<file path="config.mk">
export PLATFORM = sky130hd
export DESIGN_NAME = qspim_fifo_drain
export DESIGN_NICKNAME = d
export VERILOG_FILES = /design/src/rtl/qspim_pkg.sv /design/src/rtl/qspim_fifo_drain.sv
export SDC_FILE = /design/constraint.sdc
export NUM_CORES = 1
export LEC_CHECK = 0
export ABC_AREA = 1
export CORE_MARGIN = 1.5
export CORE_UTILIZATION = 47
export CTS_CLUSTER_SIZE = 30
export DETAILED_ROUTE_END_ITERATION = 6
export GPL_TIMING_DRIVEN = 0
export PLACE_DENSITY = 0.84
export SYNTH_ARGS = -nofsm -noshare
export SYNTH_HDL_FRONTEND = slang
export SYNTH_SLANG_ARGS = --single-unit
</file>
<file path="constraint.sdc">
create_clock -name clk -period 2 [get_ports clk]
set_input_delay 0.2 -clock clk [delete_from_list [all_inputs] [get_ports clk]]
set_output_delay 0.2 -clock clk [all_outputs]
set_load 0.02 [all_outputs]
</file>
<file path="src/rtl/qspim_pkg.sv">
// -----------------------------------------------------------------------------
// qspim_pkg
// Shared types and constants for the QSPI master data path.
//   drain_st_t      : state encoding of the FIFO drain engine
//   BYTES_PER_WORD  : bytes carried by one FIFO word
// -----------------------------------------------------------------------------
package qspim_pkg;

   localparam int BYTES_PER_WORD = 4;

   typedef enum logic [1:0] {
      IDLE  = 2'd0,
      LOAD  = 2'd1,
      SHIFT = 2'd2,
      DONE  = 2'd3
   } drain_st_t;

endpackage : qspim_pkg

</file>
<file path="src/rtl/qspim_fifo_drain.sv">
// -----------------------------------------------------------------------------
// qspim_fifo_drain
// Pops 32-bit words from the fast-read TX FIFO and streams them LSB byte first
// to the QSPI shifter until the programmed byte count is exhausted.
//   clk, reset_n  : clock, synchronous active-low reset
//   start         : begin a transfer (ignored while busy)
//   byte_cnt      : bytes to send, sampled with an accepted start
//   flush         : synchronous abort back to IDLE, no done pulse
//   fifo_empty    : FIFO empty flag
//   fifo_rd_data  : FIFO head word (valid same cycle)
//   fifo_rd_en    : FIFO pop strobe
//   tx_byte/tx_valid/tx_ready/tx_last : byte stream to the shifter
//   busy          : transfer in progress, LOAD through DONE
//   done          : one-cycle pulse on normal completion
// -----------------------------------------------------------------------------
module qspim_fifo_drain
   import qspim_pkg::*;
#(
   parameter int W  = 32,
   parameter int CW = 16
) (
   input  logic          clk,
   input  logic          reset_n,
   input  logic          start,
   input  logic [CW-1:0] byte_cnt,
   input  logic          flush,
   input  logic          fifo_empty,
   input  logic [W-1:0]  fifo_rd_data,
   output logic          fifo_rd_en,
   output logic [7:0]    tx_byte,
   output logic          tx_valid,
   input  logic          tx_ready,
   output logic          tx_last,
   output logic          busy,
   output logic          done
);

   localparam logic [1:0]    LAST_LANE = 2'(BYTES_PER_WORD - 1);
   localparam logic [CW-1:0] ONE       = CW'(1);

   drain_st_t     state;
   logic [CW-1:0] remain;
   logic [1:0]    lane;
   logic [W-1:0]  shreg;
   logic          hs;

   // All stream outputs decode registered state only, so they cannot change
   // while a byte is stalled waiting for tx_ready.
   assign tx_valid   = (state == SHIFT);
   assign tx_byte    = tx_valid ? shreg[7:0] : 8'h00;
   assign tx_last    = tx_valid && (remain == ONE);
   assign busy       = (state != IDLE);
   assign done       = (state == DONE);
   assign hs         = tx_valid && tx_ready;
   // Gated by empty so an underflowing pop is impossible.
   assign fifo_rd_en = (state == LOAD) && !fifo_empty;

   // NOTE: reset is synchronous and shares the flush path, so both abort
   // identically and a byte handshaken in that cycle is never counted.
   always_ff @(posedge clk) begin
      if (!reset_n || flush) begin
         state  <= IDLE;
         remain <= '0;
         lane   <= '0;
         shreg  <= '0;
      end else begin
         case (state)
            IDLE: begin
               if (start) begin
                  remain <= byte_cnt;
                  state  <= (byte_cnt == '0) ? DONE : LOAD;
               end
            end
            LOAD: begin
               if (fifo_rd_en) begin
                  shreg <= fifo_rd_data;
                  lane  <= '0;
                  state <= SHIFT;
               end
            end
            SHIFT: begin
               if (hs) begin
                  shreg <= shreg >> 8;
                  lane  <= lane + 1'b1;
                  if (remain != '0) remain <= remain - ONE;
                  // Final byte wins over word boundary: unused upper bytes of a
                  // partial last word are simply dropped.
                  if (remain == ONE)         state <= DONE;
                  else if (lane == LAST_LANE) state <= LOAD;
               end
            end
            DONE:    state <= IDLE;
            default: state <= IDLE;
         endcase
      end
   end

endmodule : qspim_fifo_drain

</file>
==> results of run 1 <==
[layout make-up]
type	count	area [µm²]
flip-flops and latches	52	1041
clock buffers	6	72.57
clock inverters	2	16.27
multi-input cells	333	1573
fillers	587	2196
inverters	46	177.7
well taps	75	93.84
repair buffers	66	643.1
plain buffers	22	142.6
[report_power, final]
part	internal (mW)	switching, mW
clock network	0.250	0.356
registers	1.08	0.0378
logic	0.281	0.384
[cells by family after synthesis]
| logic type | Yosys count | synth area share |
|---|---|---|
| adder cells (fa/ha/maj) | 3 | 0.01285 |
| AO/OA/AOI/OAI | 89 | 0.1671 |
| XOR/XNOR | 3 | 0.008999 |
| flip-flops | 52 | 0.3565 |
| AND/OR/NAND/NOR | 238 | 0.3496 |
| buffers and inverters | 68 | 0.1050 |
[per-layer routing]
metal  GRT usage  vias to the layer above  part of all wire
met5           0                        -                 0
li1            -                     1594                 -
met2      0.3877                       99              0.47
met4     0.07458                        0             0.012
met1      0.3186                     1393              0.46
met3     0.03778                       10             0.057
[cells in the mapped netlist (3+ instances only)]
| cell type | n |
|---|---|
| nand2_1 | 135 |
| nor2_1 | 65 |
| dfxtp_1 | 52 |
| inv_1 | 40 |
| o21ai_0 | 35 |
| a31oi_1 | 24 |
| a21oi_1 | 18 |
| nand3_1 | 17 |
| clkbuf_1 | 8 |
| o21ai_1 | 8 |
| buf_2 | 7 |
| buf_4 | 4 |
| nand4_1 | 4 |
| buf_6 | 3 |
| clkinv_1 | 3 |
| ha_1 | 3 |
| nand2_4 | 3 |
| nor2_4 | 3 |
[registers in the layout, indices dropped and copies added, names as in the netlist]
| signal | cells |
|---|---|
| lane | 2 |
| state | 2 |
| remain | 16 |
| shreg | 32 |
[cells in the final DEF, fill, tap and decap left out, types with 2 or more instances in the layout]
cell / count
clkdlybuf4s50_1: 55
dlygate4sd2_1: 10
buf_2: 7
a31oi_1: 24
nand2_2: 2
o21ai_1: 8
nand3_1: 17
clkinv_1: 3
nor2_1: 65
nor3_1: 2
xor2_1: 2
inv_4: 2
nand2_4: 3
dfxtp_1: 52
clkbuf_8: 5
inv_1: 40
o21ai_0: 35
or2_2: 2
clkbuf_1: 8
ha_1: 3
nand2_1: 135
a21oi_1: 18
nor2_2: 2
buf_6: 5
nor2_4: 3
nand4_1: 4
buf_4: 3
[tightest hold or removal path, delay by kind of cell]
family / cells / cell delay [ps]
buffers and inverters: 1 / 400
and+or+nand+nor: 1 / 60
AOI/OAI and AO/OA: 1 / 50
[path summary, 6_finish.rpt]
path                                              from                      to  slack, ps  depth (start not counted)
worst min register to register  shreg[25]$_SDFFE_PP0P_  shreg[25]$_SDFFE_PP0P_        470                          2
worst max-delay path             state[1]$_SDFFE_PP0P_                tx_valid        100                          6
worst max register to register  remain[0]$_SDFFE_PP0P_  remain[7]$_SDFFE_PP0P_        310                         10
worst min-delay path                  fifo_rd_data[25]  shreg[25]$_SDFFE_PP0P_        450                          3
[per-stage QoR]
| step | util | area (µm²) | hold slack, ps | setup slack (ps) |
|---|---|---|---|---|
| global route | 0.6313 | 3760 | 465.3 | -1.175 |
| floorplan | - | 2920 | 349.0 | 504.5 |
| CTS | 0.6313 | 3760 | 450.5 | 13.75 |
| detailed placement | 0.6170 | 3675 | 454.0 | -62.30 |
| finish | 0.6313 | 3760 | 454.1 | 102.5 |
| global placement | 0.6170 | 3675 | 450.6 | -54.76 |
==> flow_summary.toml, run 1 <==
[yosys]
avgSynthCellArea_um2 = 6.447
yosys_warnings = 0
yosysSeqAreaShare = 0.3565
yosysUniqueCellTypes = 33
synth-main-ff-cell = "dfxtp_1"
async_reset_ff_frac = 0
ys_ff_latch = 52
synthDominantCellAreaShare = 0.3565
synthCells = 453
synth_enable_flop_cells = 0
syn-num-nets = 510
synth_area_um2 = 2920
synth.largest_area_cell = "dfxtp_1"
synth.area.top_cells = "dfxtp_1 (36%), nand2_1 (17%), nor2_1 (8.4%)"

[timing]
worst_slew_pin_slew_ps = 533.0
tns_ps = 0
slew_viol_final = 0
hold_viol = 0
min_period_ps = 1897
setup_viol = 0
relSlewSlack = 0.6447
fmaxAchievable_mhz = 527.0
skew_ps = 7.111
period_share = 0.9487

[critical_path]
cp_slowest_cell = "dfxtp_1"
crit_chain = "buf_6 > nand2_4 > buf_6 > inv_4 > buf_2 > dlygate4sd2_1"
crit_arrival_ps = 1700
crit_type = "reg2out"
crit_buf_inv = 5
required_ps = 1800
endpoint_kind = "output pin"
critical-path-max-stage-delay_ps = 350
critPathLaunchType = "register"
crit_path_max_fanout = 10
cpLargestDelayFamily = "buffers and inverters"
critPathMostFrequentCell = "buf_6"

[place]
gp_congestion = 0.9498
dpl.cell_count = 594
io_buffer_count = 66
hpwl_mm = 5.815

[clock_tree]
cts_buffers = 5
postCtsSetupBuffers = 0
insertion_delay_ps = 300
clkTransAtPathRegs_ps = 100
cts_sinks = 52
post_cts_resized = 16
cts_tree = "yes"
h-tree-depth = 2
hold_buffers = 0
root_buffer = "clkbuf_8"
clockBufferDepth = 2

[hold_path]
hp-class = "in2reg"

[route]
drt_iter0_markers = 207
ant_nets = 0
firstDrtPassIters = 5
wire_per_inst_um = 12.59
drcViolationCount = 0
vias_per_cell = 5.143
vias = 3096
drt-total-wl_mm = 7.577

[job]
drv_cap = 0

[global_routing]
antenna_found_initial = 0
grt_pass1_wl_mm = 12.27
grt_max_degree = 17
first_global_vias = 2754
grt_usage = 0.2371
grt_overflow_total = 0

[floorplanning]
fp.dieW_um = 81.83
start_util = 0.4903
fp-row-count = 28
io-pin-count = 67
chipHeight_um = 81.83
die-area_um2 = 6695
core_region_area_um2 = 5956

[power_and_ir_drop]
p_leak_nw = 1.648
total_power_mw = 2.385
power_density_nw_per_um2 = 634.4
irDropWorstVdd_uv = 384.1

[layout]
syn2layout_area_growth_pct = 28.75
drive_above_1_share = 0.07780
antenna_cells = 0
final_nets = 583
fin_cells = 602

[run_status]
status = "complete, no violations"
(Power assumes the default switching activity.)
==> run 2: changes to the inputs <==
- GPL_TIMING_DRIVEN: 0 -> unset
==> run 2 against run 1 <==
  * Global-route usage decreased by 0.35 points
  * Die area is the same
  * Cell area decreased by 0.27%
  * Critical path depth stayed put
  * Largest cell class unchanged
  * Sequential share of layout area increased by 0.14 points
  * Largest power group unchanged
  * Sequential power is essentially flat
  * Worst hold slack lost 5.0 ps
  * Routed wire length is 2.1% lower
  * Final cell count decreased by 2.3%
  * Setup slack improved by 2.2 ps
  * Power up 4.6%
  * Critical path type unchanged
  * Non-clock buffer count down 14
==> flow_summary.toml, run 2 (synthesis results as in run 1) <==
[clock_tree]
insertion_delay_ps = 300
hold_buffers = 0
cts_sinks = 52
clockBufferDepth = 2
root_buffer = "clkbuf_8"
h-tree-depth = 2
cts_tree = "yes"
clkTransAtPathRegs_ps = 100
cts_buffers = 5

[hold_path]
hp-class = "in2reg"
worstHoldEndpoint = "shreg[27]$_SDFFE_PP0P_"
min_from = "fifo_rd_data[27]"
holdPathStages = 3

[layout]
nFillCells = 560
fin_cells = 588
final_cell_mix = "nand2_1 (135), nor2_1 (64), clkdlybuf4s50_1 (57), dfxtp_1 (50), inv_1 (40)"
antenna_cells = 0
seq_area_um2 = 1044
layout_commonest_cell = "nand2_1"
reg.largest.list = "shreg x32, remain x16"
syn2layout_area_growth_pct = 28.41
largest_reg_flops = 32
drive_above_1_share = 0.07018
multi_input_area_um2 = 1575
regMostFlops = "shreg"
final_nets = 569

[global_routing]
grt_overflow_total = 0
grt_usage = 0.2336
met1_usage = 0.3125
grt_pass1_wl_mm = 12.27
grt_util_met2 = 0.3910
busiest_layer = "met2"
grt_max_degree = 52
use_met3 = 0.03111
antenna_found_initial = 0
first_global_vias = 2795

[critical_path]
reg2reg_from = "remain[0]$_SDFFE_PP0P_"
crit_arrival_ps = 1700
reg2reg_to = "remain[4]$_SDFFE_PP0P_"
critPathLaunchType = "register"
crit_path_max_fanout = 5
endpoint_kind = "output pin"
r2r_cells = 9
rrSetupSlack_ps = 240
required_ps = 1800
crit_chain = "nor2_1 > nand2_1 > nor2_1 > nand3_1 > inv_1 > dlygate4sd2_1"
crit_type = "reg2out"
cpLargestDelayFamily = "simple AND/OR/NAND/NOR gates"
critical-path-max-stage-delay_ps = 350
critPathMostFrequentCell = "nor2_1"
cp_slowest_cell = "dfxtp_1"
crit_buf_inv = 2

[power_and_ir_drop]
power_density_nw_per_um2 = 665.3
p_leak_nw = 1.714
irDropWorstVdd_uv = 374.3

[timing]
relSlewSlack = 0.6256
slew_viol_final = 0
skew_ps = 5.146
period_share = 0.9476
setup_viol = 0
fmaxAchievable_mhz = 527.6
hold_viol = 0
min_period_ps = 1895
rsz0062_at_grt = "false"
tns_ps = 0
worst_slew_pin_slew_ps = 560.9

[route]
drt-total-wl_mm = 7.419
wire_per_inst_um = 12.62
firstDrtPassIters = 5
drcViolationCount = 0
drt_iter0_markers = 190
ant_nets = 0
vias = 3074
vias_per_cell = 5.228

[job]
drv_cap = 0

[place]
hpwl_mm = 5.394
io_buffer_count = 66
gp_congestion = 0.9656
dpl.cell_count = 580

[run_status]
status = "complete, no violations"

[floorplanning]
fp-row-count = 28
io-pin-count = 67
chipHeight_um = 81.83
start_util = 0.4903
fp.dieW_um = 81.83
core_region_area_um2 = 5956
die-area_um2 = 6695
run 2: cell count changes in the layout (fill, tap and decap cells not counted), sizes merged, moves of 2 or more:
cell           change
clkdlybuf4s50      +2
buf                -7
dlymetal6s2s       +7
dlygate4sd2        -8
clkbuf             -8
run 2: layout make-up:
type,count,area share
Multi-Input combinational cell,333,0.4201
Tap cell,75,0.02503
Clock buffer,6,0.01935
Clock inverter,2,0.01034
Sequential cell,52,0.2783
Timing Repair Buffer,74,0.1995
Inverter,46,0.04738
run 2: routing by layer:
| layer | vias up | part of all wire |
|---|---|---|
| met3 | 10 | 0.049 |
| met2 | 96 | 0.47 |
| met5 | - | 0 |
| met1 | 1398 | 0.47 |
| met4 | 0 | 0.012 |
| li1 | 1570 | - |
run 2: timing repair:
action / 4_1_cts / 5_1_grt
setup endpoints to repair: 2 / 8
gates resized for setup: 2 / 9
setup buffers: 0 / 0
run 2: tightest hold or removal path, stage by stage:
cell             delay [ps]
clkdlybuf4s50_1         400
nand2_1                  60
a21oi_1                  50
run 2: how the worst max path moves through the flow:
| stage | depth (start not counted) | start | endpoint | slack, ps |
|---|---|---|---|---|
| final | 6 | remain[4]$_SDFFE_PP0P_ | tx_last | 100 |
| after detailed placement | 6 | remain[4]$_SDFFE_PP0P_ | tx_last | 190 |
| after floorplan | 10 | remain[0]$_SDFFE_PP0P_ | remain[4]$_SDFFE_PP0P_ | 500 |
| after CTS | 5 | state[0]$_SDFFE_PP0P_ | tx_byte[3] | 20 |
| after global routing | 6 | remain[4]$_SDFFE_PP0P_ | tx_last | 20 |
| after global placement | 6 | remain[4]$_SDFFE_PP0P_ | tx_last | 250 |
run 2: power breakdown:
group	leakage [nW]	switching [mW]	total [mW]	internal [mW]
Clock	0.0558	0.359	0.738	0.379
Combinational	1.24	0.376	0.641	0.265
Sequential	0.423	0.0386	1.12	1.08
run 2: stage by stage:
stage	setup slack, ps	utilization	instance area [µm²]	total power [mW]	hold WS [ps]
floorplan	504.5	-	2920	1.566	349.0
global placement	249.4	0.6080	3621	1.760	450.8
detailed placement	191.6	0.6080	3621	1.775	455.1
CTS	16.64	0.6263	3730	2.504	447.6
global route	19.19	0.6296	3750	2.626	451.7
finish	104.7	0.6296	3750	2.495	449.1
